$ cat src/rtl/ship_pkg.sv
// Shared types and codes for the ship boarding stage.
package ship_pkg;

    typedef enum logic [1:0] {
        ST_IDLE    = 2'd0,
        ST_LOADING = 2'd1,
        ST_CHECK   = 2'd2,
        ST_DONE    = 2'd3
    } state_t;

    localparam logic [1:0] KIND_CREW    = 2'd0;
    localparam logic [1:0] KIND_PAX     = 2'd1;
    localparam logic [1:0] KIND_CARGO   = 2'd2;
    localparam logic [1:0] KIND_ILLEGAL = 2'd3;

    localparam logic [2:0] NS_LAUNCH = 3'b010;
    localparam logic [2:0] NS_ABORT  = 3'b111;

endpackage

$ cat src/rtl/sat_counter.sv
// Up/down counter that saturates at 0 and at MAX; synchronous clear.
module sat_counter #(
    parameter int W   = 4,
    parameter int MAX = 15
) (
    input  logic         clk,
    input  logic         rst,
    input  logic         clr,
    input  logic         inc,
    input  logic         dec,
    output logic [W-1:0] cnt,
    output logic         at_max,
    output logic         at_zero
);

    logic [W-1:0] cnt_q;
    logic [W-1:0] cnt_d;

    assign cnt     = cnt_q;
    assign at_max  = (cnt_q == W'(MAX));
    assign at_zero = (cnt_q == '0);

    // Next count: clear wins, then a single-direction step bounded at either end.
    always_comb begin
        cnt_d = cnt_q;
        if (clr) begin
            cnt_d = '0;
        end else if (inc && !dec && !at_max) begin
            cnt_d = cnt_q + W'(1);
        end else if (dec && !inc && !at_zero) begin
            cnt_d = cnt_q - W'(1);
        end
    end

    // Count register.
    always_ff @(posedge clk) begin
        if (rst) begin
            cnt_q <= '0;
        end else begin
            cnt_q <= cnt_d;
        end
    end

endmodule

$ cat src/rtl/boarding_controller.sv
// Boarding controller: counts crew/passengers/cargo through a valid/ready
// handshake, enforces capacities, times out, and reports launch or abort.
module boarding_controller
    import ship_pkg::*;
#(
    parameter int W         = 4,
    parameter int CREW_REQ  = 4,
    parameter int PAX_MIN   = 1,
    parameter int PAX_CAP   = 15,
    parameter int CARGO_MIN = 1,
    parameter int CARGO_CAP = 15,
    parameter int TIMEOUT   = 64
) (
    input  logic         clk,
    input  logic         rst,
    input  logic         start,
    input  logic         board_valid,
    input  logic [1:0]   board_kind,
    input  logic         board_dir,
    output logic         board_ready,
    output logic [W-1:0] crew_cnt,
    output logic [W-1:0] pax_cnt,
    output logic [W-1:0] cargo_cnt,
    output logic         busy,
    output logic         done,
    output logic [2:0]   next_state
);

    localparam int TW = $clog2(TIMEOUT + 1);

    state_t      state_q, state_d;
    logic [TW-1:0] timer_q, timer_d;
    logic [2:0]  next_state_q, next_state_d;
    logic        done_q, done_d;
    logic        busy_q, busy_d;

    logic        clr;
    logic        xfer;
    logic        crew_inc, crew_dec, pax_inc, pax_dec, cargo_inc, cargo_dec;
    logic        crew_max, crew_zero, pax_max, pax_zero, cargo_max, cargo_zero;
    logic        sel_max, sel_zero;
    logic [W-1:0] crew_nxt, pax_nxt, cargo_nxt;
    logic        ok, ok_next, timeout;

    sat_counter #(.W(W), .MAX(CREW_REQ)) u_crew (
        .clk(clk), .rst(rst), .clr(clr), .inc(crew_inc), .dec(crew_dec),
        .cnt(crew_cnt), .at_max(crew_max), .at_zero(crew_zero)
    );

    sat_counter #(.W(W), .MAX(PAX_CAP)) u_pax (
        .clk(clk), .rst(rst), .clr(clr), .inc(pax_inc), .dec(pax_dec),
        .cnt(pax_cnt), .at_max(pax_max), .at_zero(pax_zero)
    );

    sat_counter #(.W(W), .MAX(CARGO_CAP)) u_cargo (
        .clk(clk), .rst(rst), .clr(clr), .inc(cargo_inc), .dec(cargo_dec),
        .cnt(cargo_cnt), .at_max(cargo_max), .at_zero(cargo_zero)
    );

    // Ready depends on state, counts, kind and direction only (never on valid).
    always_comb begin
        sel_max  = 1'b1;
        sel_zero = 1'b1;
        case (board_kind)
            KIND_CREW:  begin sel_max = crew_max;  sel_zero = crew_zero;  end
            KIND_PAX:   begin sel_max = pax_max;   sel_zero = pax_zero;   end
            KIND_CARGO: begin sel_max = cargo_max; sel_zero = cargo_zero; end
            default:    begin sel_max = 1'b1;      sel_zero = 1'b1;       end
        endcase
        board_ready = (state_q == ST_LOADING) && (board_kind != KIND_ILLEGAL) &&
                      (board_dir ? !sel_max : !sel_zero);
    end

    // Per-channel step strobes and the counts they will produce.
    always_comb begin
        xfer      = board_valid && board_ready;
        crew_inc  = xfer && (board_kind == KIND_CREW)  &&  board_dir;
        crew_dec  = xfer && (board_kind == KIND_CREW)  && !board_dir;
        pax_inc   = xfer && (board_kind == KIND_PAX)   &&  board_dir;
        pax_dec   = xfer && (board_kind == KIND_PAX)   && !board_dir;
        cargo_inc = xfer && (board_kind == KIND_CARGO) &&  board_dir;
        cargo_dec = xfer && (board_kind == KIND_CARGO) && !board_dir;
        crew_nxt  = crew_cnt  + W'(crew_inc)  - W'(crew_dec);
        pax_nxt   = pax_cnt   + W'(pax_inc)   - W'(pax_dec);
        cargo_nxt = cargo_cnt + W'(cargo_inc) - W'(cargo_dec);
        ok        = (crew_cnt == W'(CREW_REQ)) && (pax_cnt >= W'(PAX_MIN)) &&
                    (cargo_cnt >= W'(CARGO_MIN));
        // Looking at post-transfer counts lets CHECK follow the completing
        // transfer by one cycle; CHECK itself still judges registered counts.
        ok_next   = (crew_nxt == W'(CREW_REQ)) && (pax_nxt >= W'(PAX_MIN)) &&
                    (cargo_nxt >= W'(CARGO_MIN));
        timeout   = (timer_q == TW'(TIMEOUT - 1));
    end

    // FSM next-state, timer and registered output computation.
    always_comb begin
        state_d      = state_q;
        timer_d      = timer_q;
        next_state_d = next_state_q;
        done_d       = 1'b0;
        clr          = 1'b0;
        case (state_q)
            ST_IDLE, ST_DONE: begin
                if (start) begin
                    state_d      = ST_LOADING;
                    timer_d      = '0;
                    clr          = 1'b1;
                    next_state_d = NS_ABORT;
                end
            end
            ST_LOADING: begin
                timer_d = timer_q + TW'(1);
                if (ok_next || timeout) begin
                    state_d = ST_CHECK;
                end
            end
            ST_CHECK: begin
                next_state_d = ok ? NS_LAUNCH : NS_ABORT;
                done_d       = 1'b1;
                state_d      = ST_DONE;
            end
            default: state_d = ST_IDLE;
        endcase
        busy_d = (state_d == ST_LOADING) || (state_d == ST_CHECK);
    end

    // FSM state and registered outputs.
    always_ff @(posedge clk) begin
        if (rst) begin
            state_q      <= ST_IDLE;
            timer_q      <= '0;
            next_state_q <= NS_ABORT;
            done_q       <= 1'b0;
            busy_q       <= 1'b0;
        end else begin
            state_q      <= state_d;
            timer_q      <= timer_d;
            next_state_q <= next_state_d;
            done_q       <= done_d;
            busy_q       <= busy_d;
        end
    end

    assign busy       = busy_q;
    assign done       = done_q;
    assign next_state = next_state_q;

endmodule

$ cat config.mk
export PLATFORM = sky130hd
export DESIGN_NAME = boarding_controller
export DESIGN_NICKNAME = d
export VERILOG_FILES = /design/src/rtl/ship_pkg.sv /design/src/rtl/sat_counter.sv /design/src/rtl/boarding_controller.sv
export SDC_FILE = /design/constraint.sdc
export NUM_CORES = 1
export LEC_CHECK = 0
export CAP_MARGIN = 20
export CORE_MARGIN = 8
export CORE_UTILIZATION = 45
export CTS_CLUSTER_SIZE = 40
export DETAILED_ROUTE_END_ITERATION = 10
export DONT_BUFFER_PORTS = 1
export PLACE_DENSITY = 0.64
export REMOVE_ABC_BUFFERS = 1
export SLEW_MARGIN = 20
export SYNTH_ARGS = -nofsm -noshare
export SYNTH_HDL_FRONTEND = slang
export SYNTH_HIERARCHICAL = 1
export SYNTH_SLANG_ARGS = --single-unit
$ cat constraint.sdc
create_clock -name clk -period 4.1 [get_ports clk]
set_clock_uncertainty 0.1 [all_clocks]
set_input_delay 0.41 -clock clk [delete_from_list [all_inputs] [get_ports clk]]
set_output_delay 0.41 -clock clk [all_outputs]
set_load 0.005 [all_outputs]
# After elaboration in Yosys (flattened, before gate mapping)

Index checks and enable logic that the tools add are counted.

Register bits after elaboration: 26
Bits of input ports: 7
Output and inout port bits: 18
Logic and storage cells: 118

Add/sub/neg operators: 13
$lt $le $gt $ge: 4
Equal/unequal tests: 14
Mux-type cells: 20
Reduce and logical (&&, ||, !) cells: 59

Operator list:

| cell                                                | number |
|---|---|
| logical AND 1 bit                                   | 28 |
| 2-to-1 mux 4 bit                                    | 6 |
| >= comparator 4 x 1 -> 1 bit, second input constant | 4 |
| logical NOT 1 bit                                   | 15 |
| one-hot mux 7 bit (2 select lines)                  | 1 |
| adder 4 x 1 -> 4 bit                                | 3 |
| adder 4 x 1 -> 4 bit, second input constant         | 3 |
| logical NOT 4 bit                                   | 3 |
| subtractor 4 x 1 -> 4 bit                           | 3 |
| subtractor 4 x 1 -> 4 bit, second input constant    | 3 |
| nonzero test 2 bit                                  | 5 |
| == test 2 bit, second input constant                | 4 |
| == test 4 x 3 -> 1 bit, second input constant       | 2 |
| == test 4 bit, second input constant                | 2 |
| adder 7 x 1 -> 7 bit, second input constant         | 1 |
| == test 7 x 6 -> 1 bit, second input constant       | 1 |
| 2-to-1 mux 7 bit                                    | 1 |
| == test 2 x 1 -> 1 bit, second input constant       | 3 |
| 2-to-1 mux 3 bit                                    | 2 |
| one-hot mux 1 bit (3 select lines)                  | 2 |
| one-hot mux 2 bit (3 select lines)                  | 1 |
| one-hot mux 3 bit (2 select lines)                  | 1 |
| logical NOT 2 bit                                   | 2 |
| 2-to-1 mux 1 bit                                    | 4 |
| 5 further kinds                                     | 10 |

# Logic depth before layout (Yosys ltp)

Gate-level depths: netlist (run 1).

Depth after elaboration: 18
Gate-level depth with buffers: 17

# Modules after synthesis

The synthesis (run 1) kept the hierarchy.

By module, submodules not included:

| module                    | instances | cells an instance | area each (sq um) |
|---|---|---|---|
| boarding_controller       | 1         | 155               | 1302.5 |
| sat_counter (u_cargo ...) | 2         | 30                | 307.8 |
| sat_counter (u_crew)      | 1         | 31                | 316.6 |

# Least setup slack after synthesis (run 1)

No wires, ideal clock.

Path kind: reg-to-reg
Start point: register u_pax.cnt_q[0] (netlist: u_pax/cnt[0])
End point: register busy_q (netlist: busy)
Setup time: 0.132 ns
Data arrival time: 3.300 ns
Path slack: 0.569 ns
Cell stages (with the launch flop): 16
Clock period less this slack: 3.531 ns
Cell sequence: dfxtp_1 -> buf_6 -> and4_2 -> mux2i_1 -> o211ai_1 -> a221oi_2 -> nand2_2 -> nor3b_2 -> ha_1 -> inv_1 -> fa_1 -> or2b_2 -> o41a_2 -> nand4_1 -> nor4b_2 -> a211oi_2

Word-level cells in the longest chain between the ends: 18
Elaborated cells on any way between the ends: 35
Those cells by class: 6 x add/sub; 2 x order compare; 4 x eq/ne; 5 x mux; 18 x reduce/logical

RTL lines:

| item                                                                          | line                       | text |
|---|---|---|
| start: declaration                                                            | sat_counter.sv:16          | `logic [W-1:0] cnt_q;` |
| start signal: assignment                                                      | sat_counter.sv:40          | `cnt_q <= cnt_d;` |
| == test 4 bit *                                                               | sat_counter.sv:20          | `assign at_max = (cnt_q == W'(MAX));` |
| net pax_max                                                                   | boarding_controller.sv:40  | `logic crew_max, crew_zero, pax_max, pax_zero, cargo_max, cargo_zero;` |
| one-hot mux 1 bit (3 select lines) *                                          | boarding_controller.sv:64  | `case (board_kind)` |
| logical NOT 1 bit *                                                           | boarding_controller.sv:71  | `(board_dir ? !sel_max : !sel_zero);` |
| 2-to-1 mux 1 bit *                                                            | boarding_controller.sv:71  |  |
| logical AND 1 bit *                                                           | boarding_controller.sv:70  | `board_ready = (state_q == ST_LOADING) && (board_kind != KIND_ILLEGAL) &&` |
| net board_ready                                                               | boarding_controller.sv:20  | `output logic board_ready,` |
| logical AND 1 bit *                                                           | boarding_controller.sv:76  | `xfer = board_valid && board_ready;` |
| [4 not listed]                                                                | -                          |  |
| >= comparator 4 x 1 -> 1 bit / == test 4 x 3 -> 1 bit (equally long branches) | boarding_controller.sv:90  | `ok_next = (crew_nxt == W'(CREW_REQ)) && (pax_nxt >= W'(PAX_MIN)) &&` |
| logical AND 1 bit                                                             | boarding_controller.sv:90  |  |
| logical AND 1 bit *                                                           | boarding_controller.sv:90  |  |
| logical OR 1 bit *                                                            | boarding_controller.sv:113 | `if (ok_next \|\| timeout) begin` |
| 2-to-1 mux 2 bit *                                                            | boarding_controller.sv:113 |  |
| one-hot mux 2 bit (3 select lines) *                                          | boarding_controller.sv:102 | `case (state_q)` |
| == test 2 x 1 -> 1 bit / == test 2 bit (equally long branches)                | boarding_controller.sv:124 | `busy_d = (state_d == ST_LOADING) \|\| (state_d == ST_CHECK);` |
| logical OR 1 bit *                                                            | boarding_controller.sv:124 |  |
| end signal: assignment                                                        | boarding_controller.sv:140 | `busy_q <= busy_d;` |
| end: declaration                                                              | boarding_controller.sv:35  | `logic busy_q, busy_d;` |

Mark *: on every way through the listed nets, which the timed path passes. The rest lies on a longest branch.
A chain may end at the register's enable or synchronous reset.

# Worst setup path in the final report (run 1)

Start point: register u_pax.cnt_q[1] (netlist: u_pax/cnt[1])
End point: register u_cargo.cnt_q[3] (netlist: u_cargo/cnt[3])

Word-level cells in the longest chain between the ends: 12
Elaborated cells on any way between the ends: 20
Those cells by class: 1 x eq/ne; 4 x mux; 15 x reduce/logical

RTL lines:

| item                                 | line                      | text |
|---|---|---|
| == test 4 bit *                      | sat_counter.sv:20         |  |
| net pax_max                          | boarding_controller.sv:40 |  |
| one-hot mux 1 bit (3 select lines) * | boarding_controller.sv:64 |  |
| logical NOT 1 bit *                  | boarding_controller.sv:71 |  |
| 2-to-1 mux 1 bit *                   | boarding_controller.sv:71 |  |
| logical AND 1 bit *                  | boarding_controller.sv:70 |  |
| net board_ready                      | boarding_controller.sv:20 |  |
| logical AND 1 bit *                  | boarding_controller.sv:76 |  |
| logical AND 1 bit * (2 in a row)     | boarding_controller.sv:81 | `cargo_inc = xfer && (board_kind == KIND_CARGO) && board_dir;` |
| net cargo_inc                        | boarding_controller.sv:39 | `logic crew_inc, crew_dec, pax_inc, pax_dec, cargo_inc, cargo_dec;` |
| logical NOT 1 bit                    | sat_counter.sv:30         | `end else if (dec && !inc && !at_zero) begin` |
| logical AND 1 bit (2 in a row)       | sat_counter.sv:30         |  |
| nonzero test 2 bit (no source line)  | -                         |  |
| end signal: assignment               | sat_counter.sv:40         |  |
| end: declaration                     | sat_counter.sv:16         |  |

Marked as above.

==> results of run 1 <==
[worst reg2reg max path, stage by stage (launching register included)]
cell                        delay, ps
sky130_fd_sc_hd__dfxtp_1          390
sky130_fd_sc_hd__and4_2           260
sky130_fd_sc_hd__mux2i_1          160
sky130_fd_sc_hd__o211ai_1         110
sky130_fd_sc_hd__a221oi_2         350
sky130_fd_sc_hd__nand2_2          140
sky130_fd_sc_hd__nor3b_2          300
sky130_fd_sc_hd__and2_1           230
sky130_fd_sc_hd__inv_1            100
sky130_fd_sc_hd__or2_2            340
sky130_fd_sc_hd__ha_1             310
sky130_fd_sc_hd__a21o_1           200
sky130_fd_sc_hd__a2111oi_2        390
sky130_fd_sc_hd__o21ai_0          140
sky130_fd_sc_hd__nor4b_1          150
[registers in the layout (all words and copies together), names as in the netlist]
| signal | cells |
|---|---|
| u_crew/cnt | 4 |
| u_pax/cnt | 4 |
| state_q | 2 |
| u_cargo/cnt | 4 |
| next_state | 1 |
| busy | 1 |
| timer_q | 7 |
| done | 1 |
[metrics by stage]
step / hold WS [ps] / total power [mW] / cell area (sq um)
CTS: 93.9 / 0.545 / 2430
finish: 98.2 / 0.539 / 2440
floorplan: 358 / 0.314 / 2170
detailed placement: 387 / 0.331 / 2350
global placement: 378 / 0.331 / 2350
global route: 88.4 / 0.565 / 2440
[kinds of logic (layout without fill, tap and decap cells)]
| group | after synthesis | count (layout) | synth area share [%] |
|---|---|---|---|
| AOI/OAI and AO/OA | 57 | 57 | 20.9 |
| xor gates and xnor gates | 14 | 14 | 5.49 |
| adders and majority gates | 29 | 29 | 18.3 |
| buffers and inverters | 29 | 38 | 6.27 |
| DFF | 24 | 24 | 21.5 |
| muxes | 10 | 10 | 4.82 |
| other | 1 | 1 | 0.168 |
| and+or+nand+nor | 82 | 82 | 22.6 |
[per-layer routing]
layer / up-vias / global-route usage [%] / part of all wire [%]
met2: 27 / 22.4 / 48
met1: 842 / 16.4 / 47
met5: - / 0 / 0
met3: 2 / 2.55 / 4.5
li1: 925 / - / -
met4: 0 / 2.97 / 0.48
[cell type report]
type	instances	area (sq um)
tap	67	83.8
multi-input combinational	193	1630
timing repair buffer	13	97.6
clock inverter	1	30.0
sequential	24	480
fill	466	2310
inverter	21	78.8
clock buffer	3	41.3
[cells in the mapped netlist (3+ instances only)]
| cell type | count |
|---|---|
| sky130_fd_sc_hd__xor2_1 | 4 |
| sky130_fd_sc_hd__and2_1 | 4 |
| sky130_fd_sc_hd__a2111oi_1 | 4 |
| sky130_fd_sc_hd__or2_2 | 3 |
| sky130_fd_sc_hd__xnor2_1 | 10 |
| sky130_fd_sc_hd__fa_1 | 6 |
| sky130_fd_sc_hd__nor3_1 | 12 |
| sky130_fd_sc_hd__or3_1 | 3 |
| sky130_fd_sc_hd__o211ai_1 | 3 |
| sky130_fd_sc_hd__dfxtp_1 | 24 |
| sky130_fd_sc_hd__mux2i_1 | 8 |
| sky130_fd_sc_hd__nand3_1 | 8 |
| sky130_fd_sc_hd__nor4_1 | 5 |
| sky130_fd_sc_hd__nor4b_1 | 3 |
| sky130_fd_sc_hd__nor2_1 | 13 |
| sky130_fd_sc_hd__ha_1 | 23 |
| sky130_fd_sc_hd__nand4_1 | 3 |
| sky130_fd_sc_hd__inv_1 | 21 |
| sky130_fd_sc_hd__and3_1 | 3 |
| sky130_fd_sc_hd__buf_4 | 4 |
| sky130_fd_sc_hd__nand2_1 | 6 |
| sky130_fd_sc_hd__a21o_1 | 6 |
| sky130_fd_sc_hd__o21ai_0 | 11 |
| sky130_fd_sc_hd__a21oi_1 | 10 |
[worst max-delay path by stage]
stage | to | cells after the start
after global routing | u_cargo/cnt[3] | 14
after global placement | u_cargo/cnt[3] | 14
after detailed placement | u_cargo/cnt[3] | 14
after CTS | u_cargo/cnt[3] | 14
final | u_cargo/cnt[3] | 14
after floorplan | busy | 14
[what timing repair did]
action                                  in CTS  in global routing
endpoints found under the setup margin       0                  2
gates resized for setup                      0                  3
endpoints found under the hold margin        0                  0
hold buffers                                 0                  0
[power breakdown]
group / switching (mW) / internal, mW / total [mW] / leakage (nW)
Combinational: 0.0510 / 0.0321 / 0.0831 / 0.682
Clock: 0.0828 / 0.131 / 0.213 / 0.0357
Sequential: 0.00435 / 0.238 / 0.243 / 0.194
==> out/results.ini, run 1 <==
[clock_network]
clkSlewWorstSetupHoldPaths_ps=90
clk-insertion-delay-late_ps=270
cts_max_level=1
numCtsBuffers=3
post_cts.repair.setup_buffers=0
maximum_root_to_sink_buffer_count=2
cts_tree=yes
clkSinkCount=24
clock-root-buffer=sky130_fd_sc_hd__clkbuf_8

[yosys]
syn_avg_cell_area_sq_um=9.08
synth_flop_cell=sky130_fd_sc_hd__dfxtp_1
yosys.cell_types.count=61
synth.cell_area_sq_um=2230
seq_area_frac_synth_pct=21.5
synth.largest_area_cell=sky130_fd_sc_hd__dfxtp_1
synthDominantCellAreaShare_pct=21.5
ys_top_cells_by_area=sky130_fd_sc_hd__dfxtp_1 (22%), sky130_fd_sc_hd__ha_1 (13%), sky130_fd_sc_hd__fa_1 (5.4%), sky130_fd_sc_hd__xnor2_1 (3.9%), sky130_fd_sc_hd__mux2i_1 (3.6%)
post_synth_inst_count=246
proportion_of_synthesized_flip_flops_having_asynchronous_set_or_reset_pct=0
total_of_flip_flops_plus_latches_after_synthesis=24
synth-edff-count=0
synth_warnings=6

[job]
timing.max_cap.violations=0

[critical_path]
critical_path.startpoint_type=register
worstReg2RegEnd=u_cargo/cnt[3]
reg2reg_depth=14
crit_slowest_cell=sky130_fd_sc_hd__dfxtp_1
critical_path_s_largest_stage_delay_ps=390
critical_path_endpoint_category=register
critical_path.reg2reg.startpoint=u_pax/cnt[1]
timing.critical_path.buf_inv=1
worstPathArrival_ps=3840
timing.setup.critical_path_class=reg -> reg
required_ps=4140
worst-path-max-fanout=7
reg2reg_slack_ps=300
crit_path_cell_trace=and4_2 -> mux2i_1 -> o211ai_1 -> a221oi_2 -> nand2_2 -> nor3b_2 -> and2_1 -> inv_1 -> or2_2 -> ha_1 -> a21o_1 -> a2111oi_2 -> o21ai_0 -> nor4b_1
crit_start=u_pax/cnt[1]
critical-path-top-delay-family=simple AND/OR/NAND/NOR gates

[final_layout]
number_of_standard_cells_in_the_final_layout_excluding_fillers=322
final_core_util_pct=51.4
layout.cells.most_common=sky130_fd_sc_hd__dfxtp_1
final_net_count=292
antenna_cells_inserted=0
layout.cells.most_common_list=sky130_fd_sc_hd__dfxtp_1 (24), sky130_fd_sc_hd__ha_1 (23), sky130_fd_sc_hd__inv_1 (21)
layout-area-overhead-vs-synth_pct=9.41
final_layout_size_suffix_gt1_share_pct=16.9

[routing]
finalWirelength_microns=4830
route.detailed.vias_per_inst=5.58
wl_per_cell_microns=15.0
routed-via-count=1796
route.detailed.drc=0
antenna_left=0
drt_first_iter_violations=70
first_pass_iteration_count_of_the_detailed_router=4

[min_path]
worst_min_delay_path_endpoint=timer_q[0]
worstHoldPathType=in -> reg
timing.hold.worst.start=rst
min_delay_path_depth=1

[sta]
setup_ws_ps=301
max_freq_mhz=263
timing.final.hold_violations=0
timing.final.crit_share_pct=92.6
min_period_ps=3800
max_slew.worst_pin.slew_ps=614
drv_slew=0
worst_slew_margin_rel_pct=59.1
final_total_negative_setup_slack_ps=0
final-setup-viol-count=0
rsz0062_at_grt=false

[place]
numPlacedInstances=318
portBuffers=0
pre_cts_ws_ps=259
detailed_place_hpwl_microns=3780
finalWeightedCongestion=0.769

[floorplanning]
floorplan.core_area_sq_um=4750
ios=25
dieHeight_microns=86.5
core.rowCount=25
floorplan.die.width_microns=86.5
fp.dieArea_sq_um=7480
initial_utilization_pct=47.0

[grt]
grt_start_max_net_pins=23
grt_overflow=0
grt_antenna_before_repair=0
first_global_vias=1739
global_route.usage.total_pct=13.1
grt_first_pass_wirelength_microns=8150

[pwr]
cellLeakagePower_nw=0.912
p_per_area_nw_per_um2=221
vdd_drop_max_mv=0.115

[outcome]
outcome=finished clean

Power figures use the tool's default switching activity.
==> run 2, diff against run 1 <==
--- a/config.mk
+++ b/config.mk
@@ -8,11 +8,11 @@
 export CAP_MARGIN = 20
 export CORE_MARGIN = 8
-export CORE_UTILIZATION = 45
+export CORE_UTILIZATION = 60
 export CTS_CLUSTER_SIZE = 40
 export DETAILED_ROUTE_END_ITERATION = 10
 export DONT_BUFFER_PORTS = 1
-export PLACE_DENSITY = 0.64
+export PLACE_DENSITY = 0.8
 export REMOVE_ABC_BUFFERS = 1
-export SLEW_MARGIN = 20
+export SLEW_MARGIN = 25
 export SYNTH_ARGS = -nofsm -noshare
 export SYNTH_HDL_FRONTEND = slang
==> constraint.sdc (replaced) <==
create_clock -name clk -period 4.1 [get_ports clk]
set_clock_uncertainty 0.1 [all_clocks]
set_input_delay 0.82 -clock clk [delete_from_list [all_inputs] [get_ports clk]]
set_output_delay 0.82 -clock clk [all_outputs]
set_load 0.005 [all_outputs]
==> run 2 against run 1 <==
Compared with the run above:
- final cell count decreased by 6.2%
- sequential share of layout area rose by 0.41 points
- first-iteration DRC count rose by 40%
- via count grew 0.89%
- setup slack got worse by 14 ps
- worst hold slack better by 300 ps
- sequential power about the same
- non-clock buffer count shrank 1
- clock-buffer cell count stayed put
- register-to-register slack about the same
- critical path depth stayed put
- flip-flop and latch count stayed put
==> out/results.ini, run 2 (same netlist as run 1, synthesis figures left out) <==
[clock_network]
numCtsBuffers=3
clkSinkCount=24
clock-root-buffer=sky130_fd_sc_hd__clkbuf_8
clk-insertion-delay-late_ps=270
maximum_root_to_sink_buffer_count=2
post_cts.repair.setup_buffers=0
cts_max_level=1
cts_resized=0
cts_tree=yes
cts_hold_buffers=0
clkSlewWorstSetupHoldPaths_ps=90

[critical_path]
timing.critical_path.buf_inv=1
critical_path_endpoint_category=register
critical-path-top-delay-family=simple AND/OR/NAND/NOR gates
worstPathArrival_ps=3890
critical_path_s_largest_stage_delay_ps=510
reg2reg_depth=14
crit_path_cell_trace=nor4_1 -> mux2i_1 -> o211ai_1 -> a221oi_2 -> nand2_2 -> nor2_1 -> and3_1 -> inv_1 -> or2_2 -> ha_1 -> a21o_1 -> a2111oi_1 -> nor3_1 -> nor4b_1
required_ps=4180
critical_path.startpoint_type=register
timing.setup.critical_path_class=reg -> reg
worstReg2RegEnd=u_pax/cnt[3]
worst-path-max-fanout=7
critical_path.reg2reg.startpoint=u_crew/cnt[3]
crit_slowest_cell=sky130_fd_sc_hd__dfxtp_1
reg2reg_slack_ps=290

[grt]
grt_overflow=0
grt_first_pass_wirelength_microns=8000
first_global_vias=1744
grt_antenna_before_repair=0
global_route.usage.total_pct=16.0
grt_start_max_net_pins=23

[final_layout]
number_of_standard_cells_in_the_final_layout_excluding_fillers=302
final_core_util_pct=65.9
largest_register_ff_count=7
largest_register=timer_q
layout.cells.most_common=sky130_fd_sc_hd__dfxtp_1
final_layout_size_suffix_gt1_share_pct=15.7
layout.cells.most_common_list=sky130_fd_sc_hd__dfxtp_1 (24), sky130_fd_sc_hd__ha_1 (23), sky130_fd_sc_hd__inv_1 (21)
final_net_count=291
antenna_cells_inserted=0
layout-area-overhead-vs-synth_pct=7.17

[routing]
antenna_left=0
route.detailed.drc=0
finalWirelength_microns=4570
drt_first_iter_violations=98
first_pass_iteration_count_of_the_detailed_router=4
routed-via-count=1812
wl_per_cell_microns=15.1
route.detailed.vias_per_inst=6.00

[sta]
drv_slew=0
final_total_negative_setup_slack_ps=0
rsz0062_at_grt=false
final-setup-viol-count=0
min_period_ps=3810
setup_ws_ps=287
max_slew.worst_pin.slew_ps=640
worst_slew_margin_rel_pct=57.4
timing.final.hold_violations=0
max_freq_mhz=262
timing.final.crit_share_pct=93.0

[job]
timing.max_cap.violations=0

[floorplanning]
floorplan.core_area_sq_um=3630
ios=25
floorplan.die.width_microns=77.0
fp.dieArea_sq_um=5930
initial_utilization_pct=61.5
core.rowCount=22
dieHeight_microns=77.0

[pwr]
vdd_drop_max_mv=0.272
cellLeakagePower_nw=0.904
internal_power_mw=0.401
p_per_area_nw_per_um2=225
report.power.total_mw=0.538
netSwitchingFraction_pct=25.4
power.clock.fraction_pct=39.3
pwr-share-seq_pct=45.1
combinationalPowerShare_pct=15.6
netSwitchingPower_mw=0.137

[min_path]
min_delay_path_depth=2
worst_min_delay_path_endpoint=timer_q[5]
timing.hold.worst.start=timer_q[5]
worstHoldPathType=reg -> reg

[place]
numPlacedInstances=298
pre_cts_ws_ps=120
finalWeightedCongestion=0.786
portBuffers=0
detailed_place_hpwl_microns=3550

[outcome]
outcome=finished clean

==> run 2: layout make-up <==
class | instances | area [sq um]
tap | 48 | 60.1
sequential | 24 | 480
timing repair buffer | 12 | 90.1
multi-input combinational | 193 | 1610
fill | 307 | 1240
inverter | 21 | 78.8
clock buffer | 3 | 41.3
clock inverter | 1 | 30.0
==> run 2: through the flow <==
step / hold WS, ps / instance area [sq um]
after floorplan: 358 / 2170
after global placement: 374 / 2320
after detailed placement: 380 / 2320
after CTS: 398 / 2390
after global routing: 439 / 2390
final: 396 / 2390
==> run 2: worst max path at each step <==
stage | start | to | cells past startpoint
2_1_floorplan | board_kind[0] | busy | 13
3_5_place_dp | board_dir | u_pax/cnt[3] | 13
5_1_grt | u_crew/cnt[3] | u_pax/cnt[3] | 14
4_1_cts | u_crew/cnt[3] | u_pax/cnt[3] | 14
6_report | u_crew/cnt[3] | u_pax/cnt[3] | 14
3_3_place_gp | board_kind[0] | u_cargo/cnt[3] | 13
==> run 2: worst reg2reg max path, cell delays in order (launching register included) <==
cell	delay, ps
sky130_fd_sc_hd__dfxtp_1	510
sky130_fd_sc_hd__nor4_1	130
sky130_fd_sc_hd__mux2i_1	150
sky130_fd_sc_hd__o211ai_1	120
sky130_fd_sc_hd__a221oi_2	380
sky130_fd_sc_hd__nand2_2	150
sky130_fd_sc_hd__nor2_1	250
sky130_fd_sc_hd__and3_1	220
sky130_fd_sc_hd__inv_1	90
sky130_fd_sc_hd__or2_2	340
sky130_fd_sc_hd__ha_1	300
sky130_fd_sc_hd__a21o_1	180
sky130_fd_sc_hd__a2111oi_1	450
sky130_fd_sc_hd__nor3_1	100
sky130_fd_sc_hd__nor4b_1	250
==> run 2: metal layers <==
layer	track usage [%]	share of wire, %	up-vias
li1	-	-	925
met1	19.7	45	846
met2	26.6	47	35
met3	3.96	6.2	6
met4	5.28	1.5	0
met5	0	0	-
==> run 2: power groups by stage <==
stage	combinational (mW)	sequential [mW]	clock (mW)
after floorplan	0.0664	0.248	0
after global placement	0.0809	0.248	0
after detailed placement	0.0827	0.248	0
after CTS	0.0828	0.243	0.219
after global routing	0.0947	0.244	0.222
final	0.0837	0.243	0.212
